$ cat src/rtl/staff_note_ctrl.sv
// PS/2 make/break parser driving a scan-code-to-tone lookup, with a phase-continuous
// NCO square-wave synthesiser; monophonic, last-key priority, with a release tail.
module staff_note_ctrl #(
    parameter int unsigned ACC_W      = 24,
    parameter int unsigned REL_CYCLES = 50000,
    parameter int unsigned REL_W      = 16
) (
    input  logic        clk,
    input  logic        rst,
    input  logic [7:0]  rx_data,
    input  logic        rx_valid,
    output logic [7:0]  scan_code,
    input  logic [15:0] sound,
    output logic        speaker,
    output logic        note_active,
    output logic        evt_drop
);

    localparam logic [7:0]       BRK_BYTE = 8'hF0;
    localparam logic [7:0]       EXT_BYTE = 8'hE0;
    localparam logic [15:0]      UNMAPPED = 16'd1;
    localparam logic [REL_W-1:0] REL_LAST = REL_W'(REL_CYCLES - 1);

    typedef enum logic [1:0] {P_IDLE, P_BRK, P_EXT, P_EXTBRK} pstate_e;
    typedef enum logic [1:0] {S_SILENT, S_LOOKUP, S_PLAY, S_RELEASE} nstate_e;

    pstate_e          pstate_q, pstate_d;
    nstate_e          state_q, state_d;
    nstate_e          ret_state_q, ret_state_d;
    logic [7:0]       scan_code_q, scan_code_d;
    logic [7:0]       prev_code_q, prev_code_d;
    logic [ACC_W-1:0] acc_q, acc_d;
    logic [REL_W-1:0] rel_cnt_q, rel_cnt_d;
    logic             speaker_q, speaker_d;
    logic             note_active_q, note_active_d;
    logic             evt_drop_q, evt_drop_d;
    logic             make_c, brk_c;

    always_ff @(posedge clk or posedge rst) begin
        if (rst) begin
            pstate_q      <= P_IDLE;
            state_q       <= S_SILENT;
            ret_state_q   <= S_SILENT;
            scan_code_q   <= 8'h00;
            prev_code_q   <= 8'h00;
            acc_q         <= '0;
            rel_cnt_q     <= '0;
            speaker_q     <= 1'b0;
            note_active_q <= 1'b0;
            evt_drop_q    <= 1'b0;
        end else begin
            pstate_q      <= pstate_d;
            state_q       <= state_d;
            ret_state_q   <= ret_state_d;
            scan_code_q   <= scan_code_d;
            prev_code_q   <= prev_code_d;
            acc_q         <= acc_d;
            rel_cnt_q     <= rel_cnt_d;
            speaker_q     <= speaker_d;
            note_active_q <= note_active_d;
            evt_drop_q    <= evt_drop_d;
        end
    end

    // Byte framing: only plain (non-E0) make/break completions become events.
    always_comb begin
        pstate_d = pstate_q;
        make_c   = 1'b0;
        brk_c    = 1'b0;
        if (rx_valid) begin
            case (pstate_q)
                P_IDLE: begin
                    if (rx_data == BRK_BYTE)      pstate_d = P_BRK;
                    else if (rx_data == EXT_BYTE) pstate_d = P_EXT;
                    else                          make_c   = 1'b1;
                end
                P_BRK: begin
                    if (rx_data != EXT_BYTE) begin
                        brk_c    = 1'b1;
                        pstate_d = P_IDLE;
                    end
                end
                P_EXT:    pstate_d = (rx_data == BRK_BYTE) ? P_EXTBRK : P_IDLE;
                default:  pstate_d = P_IDLE;
            endcase
        end
    end

    // Note sequencing, release countdown and NCO.
    always_comb begin
        state_d     = state_q;
        ret_state_d = ret_state_q;
        scan_code_d = scan_code_q;
        prev_code_d = prev_code_q;
        rel_cnt_d   = rel_cnt_q;
        acc_d       = acc_q;
        evt_drop_d  = 1'b0;

        if (state_q == S_PLAY || state_q == S_RELEASE) begin
            acc_d = acc_q + ACC_W'(sound);
        end

        case (state_q)
            S_LOOKUP: begin
                evt_drop_d = make_c | brk_c;
                if (sound != UNMAPPED) begin
                    state_d = S_PLAY;
                end else begin
                    scan_code_d = prev_code_q;
                    state_d     = ret_state_q;
                end
            end
            default: begin
                if (make_c && (state_q != S_PLAY || rx_data != scan_code_q)) begin
                    prev_code_d = scan_code_q;
                    scan_code_d = rx_data;
                    ret_state_d = state_q;
                    state_d     = S_LOOKUP;
                end else if (brk_c && state_q == S_PLAY && rx_data == scan_code_q) begin
                    rel_cnt_d = REL_LAST;
                    state_d   = S_RELEASE;
                end else if (state_q == S_RELEASE) begin
                    if (rel_cnt_q == '0) begin
                        state_d     = S_SILENT;
                        scan_code_d = 8'h00;
                    end else begin
                        rel_cnt_d = rel_cnt_q - REL_W'(1);
                    end
                end
            end
        endcase

        // Silence always restarts the phase from zero.
        if (state_d == S_SILENT) begin
            acc_d = '0;
        end

        speaker_d     = (state_d == S_SILENT) ? 1'b0 : acc_d[ACC_W-1];
        note_active_d = (state_d == S_PLAY);
    end

    assign scan_code   = scan_code_q;
    assign speaker     = speaker_q;
    assign note_active = note_active_q;
    assign evt_drop    = evt_drop_q;

endmodule

$ cat config.mk
export PLATFORM = sky130hd
export DESIGN_NAME = staff_note_ctrl
export DESIGN_NICKNAME = d
export VERILOG_FILES = /design/src/rtl/staff_note_ctrl.sv
export SDC_FILE = /design/constraint.sdc
export NUM_CORES = 1
export LEC_CHECK = 0
export CAP_MARGIN = 20
export CORE_MARGIN = 1.5
export CORE_UTILIZATION = 35
export CTS_CLUSTER_SIZE = 20
export DETAILED_ROUTE_END_ITERATION = 8
export HOLD_SLACK_MARGIN = 0.08
export PLACE_DENSITY = 0.5
export SLEW_MARGIN = 5
export SYNTH_ARGS = -nofsm -noshare
export SYNTH_HDL_FRONTEND = slang
export SYNTH_SLANG_ARGS = --single-unit
$ cat constraint.sdc
create_clock -name clk -period 3.1 [get_ports clk]
set_clock_uncertainty 0.2 [all_clocks]
set_input_delay 0.775 -clock clk [delete_from_list [all_inputs] [get_ports clk]]
set_output_delay 0.775 -clock clk [all_outputs]
set_load 0.01 [all_outputs]
# After elaboration in Yosys (flattened, before gate mapping)
# Cells that the tools add are included.
# Widths: inputs -> output; s select.
[totals]
output_inout_bits = 11
register_bits = 65
elab_cells = 81
[op_classes]
addsub = 2
bitwise_logic = 3
n_eq_ne = 18
mux = 31
n_reduce_logical = 16
[op_table]
columns = ["cell", "count"]
rows = [
  ["$mux 16", 3],
  ["$mux 24", 2],
  ["$mux 8", 6],
  ["$add 24x16->24", 1],
  ["$mux 2", 10],
  ["$eq 8x8->1 const B", 2],
  ["$logic_not 16->1", 1],
  ["$ne 16x1->1 const B", 1],
  ["$sub 16x1->16 const B", 1],
  ["$mux 1", 9],
  ["$eq 2x2->1 const B", 4],
  ["$eq 8x8->1", 1],
  ["$ne 2x2->1 const B", 4],
  ["$ne 8x8->1", 1],
  ["$ne 8x8->1 const B", 1],
  ["$reduce_and 4->1", 2],
  ["$pmux 2 s3", 1],
  ["$reduce_bool 3->1", 2],
  ["$eq 2x1->1 const B", 2],
  ["$logic_not 2->1", 2],
  ["$reduce_bool 2->1", 2],
  ["$logic_and 1x1->1", 3],
  ["$ne 3x2->1 const B", 1],
  ["$ne 3x3->1 const B", 1],
  ["5 further kinds", 7],
]

# Logic depth before layout (Yosys ltp)
[depth]
ltp_word = 12
mapped_depth = 10
mapped_depth_nobuf = 9

# Worst setup path before layout
# Ideal clock, no wire load.
[synth_timing]
path_type = "input-to-reg"
start = "in sound[0]"
end = "reg acc_q[14]"
t_arrival_ns = 2.683
path_stages = 9
path_buffers = 0
setup_time_ns = 0.121
path_slack_ns = 0.096
cell_sequence = "ha_1 fa_1 a21oi_1 o22ai_1 a311oi_1 a21oi_1 or3_1 nand3_1 a21oi_1"
[synth_via]
elab_chain_cells = 5
word_cells_on_any_way = 8
cone_classes = "add/sub: 1; eq/ne: 1; mux: 4; reduce/logical: 2"
[synth_rtl]
columns = ["element", "line_no", "text"]
rows = [
  ["start: declaration", "13", "input logic [15:0] sound,"],
  ["parallel branches: the longest is 5 deep, another holds $add 24x16->24", "-", ""],
  ["end signal: assignment", "46", "acc_q <= '0;"],
  ["end signal: assignment", "57", "acc_q <= acc_d;"],
  ["end: declaration", "32", "logic [ACC_W-1:0] acc_q, acc_d;"],
]
# Several ways; the timed one is not identified. The select of a mux whose other input is x is not followed.
# A chain may end at the register's enable or synchronous reset.

# Worst setup path in the final report
[layout_timing]
start = "in rx_data[0]"
end = "reg rel_cnt_q[14]"
[layout_via]
elab_chain_cells = 8
word_cells_on_any_way = 21
cone_classes = "eq/ne: 6; mux: 8; bitwise: 1; reduce/logical: 6"
[layout_rtl]
columns = ["element", "line_no", "text"]
rows = [
  ["start: declaration", "10", "input logic [7:0] rx_data,"],
  ["$ne 8x8->1 or $eq 8x8->1 (tied branches)", "78, 74", ""],
  ["$mux 1 (on tied branches)", "78, 74", ""],
  ["$mux 1 (on tied branches)", "71, 73", ""],
  ["$mux 1 (on tied branches)", "70, 71", ""],
  ["$logic_and 1x1->1 or $mux 1 (tied branches)", "119, 70", ""],
  ["$logic_and 1x1->1 (on tied branches)", "119, 114", ""],
  ["$ne 2x2->1 (no line), or another cell as far along", "-", ""],
  ["$reduce_and 4->1 (no line)", "-", ""],
  ["end signal: assignment", "58", "rel_cnt_q <= rel_cnt_d;"],
  ["end: declaration", "33", "logic [REL_W-1:0] rel_cnt_q, rel_cnt_d;"],
]
# Parallel ways exist; a longest one is shown, timed or not.

==> key figures <==
Critical path
  • Startpoint types: input pin
  • FF-to-FF End: acc_q[14]$_DFFE_PP0P_
  • Worst path top cell family by delay: simple AND/OR/NAND/NOR gates
  • Crit path launch: rx_data[0]
  • CP required: 3.12 ns
  • R2R Setup Slk: 0.49 ns
  • Endpoint type of the worst setup path: flip-flop
  • CP max FO: 5
  • Worst path slowest cell: or4_4
  • Worst reg2reg startpoint: acc_q[0]$_DFFE_PP0P_
  • Critical Path Stages: 9
  • Reg2Reg Depth: 9
  • Critical Path AT: 2.99 ns
  • Crit path largest cell delay: 0.57 ns
  • Crit path cell chain: clkdlybuf4s50_1, xor2_1, nor3_1, buf_4, a31oi_1, or4_4, nor3b_2, xnor2_1, nand2_1
  • Buffers & Inverters on Critical Path: 2
  • WS Path Type: in2reg

GRT
  • Antenna violations before repair: 0
  • First-pass GRT wire length: 16.6 mm
  • All-Layer GR Usage: 0.182
  • Largest net degree at the start of global routing: 65
  • Vias in the first global route: 3485
  • Total global routing overflow: 0

Drt
  • Routed Antenna Nets: 0
  • Remaining routing DRC violations: 0
  • DR pass1 iterations: 4
  • Vias per cell: 5.19
  • Drt wl/cell: 14.6 um
  • Top Metal Used: met4
  • Routed wl met2: 4.53 mm
  • WL met3: 307 um
  • Routed vias: 3414
  • Iter 0 DRT Violations: 121
  • WL final: 9.63 mm
  • Metal-1 WL: 4.68 mm

Placement
  • Final weighted congestion in routability-driven placement: 0.843
  • Area after DPL: 4920 um2
  • PortBufs: 37
  • Place WS: -0.524 ns
  • Dpl hpwl: 6.85 mm

Synth
  • EDFF count, synth: 0
  • Netlist cell types: 65
  • Syn nets: 459
  • Cells after synthesis: 414
  • Yosys warning count: 0
  • Synth Register Bits: 64
  • Main synth FF type: dfrtp_1
  • Seq/Total Area, Yosys: 0.406
  • Fraction of registers with async set/reset: 1.00
  • Post-Synthesis Cell Area: 3950 um2
  • Avg Inst Size Synth: 9.53 um2

STA
  • Worst slew pin tran: 0.958 ns
  • Final setup violation count: 0
  • Setup TNS: 0 ns
  • Setup slack after layout: 0.134 ns
  • Slew headroom: 0.360
  • Hold Fails Final Rpt: 0
  • Final Cycle Share: 0.957
  • Max Slew Vio Count: 0
  • F_max: 337 MHz
  • RSZ-0062 raised after global routing: no
  • Tmin final: 2.97 ns

Clock network
  • Clk Latency, worst-skew pair: 0.34 ns
  • Clock Path Buffers: 2
  • Clk sink count: 64
  • Num CTS Buffers: 9
  • Hold buffers post-CTS: 0
  • Clock transition at the registers of the reported paths: 0.05 ns
  • Clock tree from TritonCTS: built
  • CTS Root Cell: clkbuf_16
  • Htree depth: 3

Layout
  • Multi-input gate area: 2280 um2
  • Area growth, synth to finish: 32.8%
  • NumNets Final: 558
  • Most frequent cells in the layout: dfrtp_1, buf_4, nor2_1
  • Most common cell after layout, fill and taps aside: dfrtp_1
  • Share of cells above drive strength 1: 0.220
  • Reg area: 1600 um2
  • Final core occ: 0.479
  • Fill cells: 1078
  • Antenna Cells: 0
  • Final instance area: 5240 um2

Floorplanning
  • I/O pin cnt: 38
  • Starting Density: 0.361
  • Die Area: 11900 um2
  • Core box area: 10900 um2
  • Die Ht: 109 um
  • Die Wd: 109 um
  • Row Count: 38

Pwr
  • Post-layout power: 0.00456 W
  • Power Dens Cells: 870 nW/um2
  • VDD IR-drop max: 0.000414 V
  • Static leakage: 2.33 nW

Worst hold path
  • Hold Path Sink: ret_state_q[0]$_DFFE_PP0P_
  • Worst Hold Depth: 2
  • Hold_sp: ret_state_q[0]$_DFFE_PP0P_
  • Tightest Hold Check Type: reg2reg

Run status
  • Status: finished clean

Flow run
  • Total of max-cap violations: 0
==> Yosys cell counts, types with 2 or more instances <==
cell | instances | area (um2)
and3_1 | 2 | 12.5
a31o_2 | 2 | 17.5
nor4_1 | 5 | 31.3
mux2i_1 | 9 | 90.1
buf_6 | 2 | 22.5
or2_1 | 2 | 12.5
inv_1 | 11 | 41.3
xnor2_1 | 10 | 87.6
nand2b_1 | 3 | 18.8
o31ai_1 | 2 | 15.0
nand3_1 | 11 | 55.1
nand2_1 | 36 | 135
a31oi_1 | 4 | 25.0
nor2b_1 | 3 | 18.8
dfrtp_1 | 64 | 1600
nor3_1 | 6 | 30.0
a21o_1 | 5 | 37.5
xor2_1 | 22 | 193
nor4_4 | 2 | 42.5
a21oi_1 | 28 | 140
or3_1 | 8 | 50.1
nand4_1 | 7 | 43.8
nor2_1 | 42 | 158
ha_1 | 17 | 213
a22oi_1 | 9 | 67.6
o21ai_2 | 2 | 17.5
o21ai_0 | 31 | 155
o21a_1 | 9 | 67.6
and2_1 | 2 | 12.5
a311oi_1 | 2 | 17.5
and4_1 | 2 | 17.5
o21ai_1 | 2 | 10.0
clkbuf_1 | 6 | 22.5
mux2_2 | 10 | 113
a211oi_1 | 3 | 22.5
nor4b_1 | 3 | 26.3
nor3b_1 | 2 | 15.0
==> logic make-up after synthesis <==
family / share of synthesized area
compound gates: 0.188
buf+inv: 0.0260
simple gates: 0.198
flops: 0.406
fa+ha+maj: 0.0590
xor+xnor: 0.0710
mux: 0.0514
==> how the worst max path moves through the flow <==
| stage | endpoint | slack, ns |
|---|---|---|
| 6_report | rel_cnt_q[14]$_DFFE_PP0P_ | 0.13 |
| 3_5_place_dp | acc_q[14]$_DFFE_PP0P_ | -0.52 |
| 3_3_place_gp | acc_q[14]$_DFFE_PP0P_ | -0.47 |
| 2_1_floorplan | acc_q[14]$_DFFE_PP0P_ | 0.1 |
| 4_1_cts | acc_q[12]$_DFFE_PP0P_ | 0.03 |
| 5_1_grt | rel_cnt_q[14]$_DFFE_PP0P_ | 0.02 |
==> worst reg2reg max path: cells and delay by family, from the launching register on <==
kind                     cells  cell delay (ns)
flip-flops                   1             0.38
adder cells (fa/ha/maj)      2             0.62
AO/OA/AOI/OAI                5             0.87
AND/OR/NAND/NOR              2             0.44
==> stage by stage <==
stage / std cells / hold WS [ns]
final: 658 / 0.297
after CTS: 657 / 0.302
after floorplan: 414 / 0.263
after global routing: 658 / 0.325
after detailed placement: 641 / 0.288
after global placement: 641 / 0.290
==> registers in the layout, summed over array words and instances, names as in the netlist <==
name,cells
acc_q,24
rel_cnt_q,16
prev_code_q,8
scan_code,8
pstate_q,2
ret_state_q,2
state_q,2
evt_drop,1
note_active,1
==> per-layer routing <==
metal,vias up,track usage
met5,-,0
li1,1707,-
met2,38,0.293
met3,10,0.0538
met1,1659,0.232
met4,0,0.0602
==> power by group <==
group / switching, W / total, W / internal, W / leakage (nW)
Sequential: 0.000236 / 0.00135 / 0.00111 / 0.834
Clock: 0.000365 / 0.000921 / 0.000557 / 0.136
Combinational: 0.00118 / 0.00229 / 0.00111 / 1.36
==> final cells by class <==
cell class | instances | area share
tap | 140 | 0.0334
clock buffer | 12 | 0.0470
clock inverter | 4 | 0.00382
sequential | 64 | 0.306
inverter | 11 | 0.00788
multi-input combinational | 328 | 0.435
timing repair buffer | 99 | 0.167
==> what timing repair did <==
| item | in CTS | in global routing |
|---|---|---|
| endpoints found under the hold margin | 0 | 0 |
| pin swaps | 1 | 7 |
| endpoints found under the setup margin | 6 | 13 |
| setup buffers | 0 | 1 |
| gates resized for setup | 2 | 9 |
Note: power is estimated with default switching activity, not from simulation.
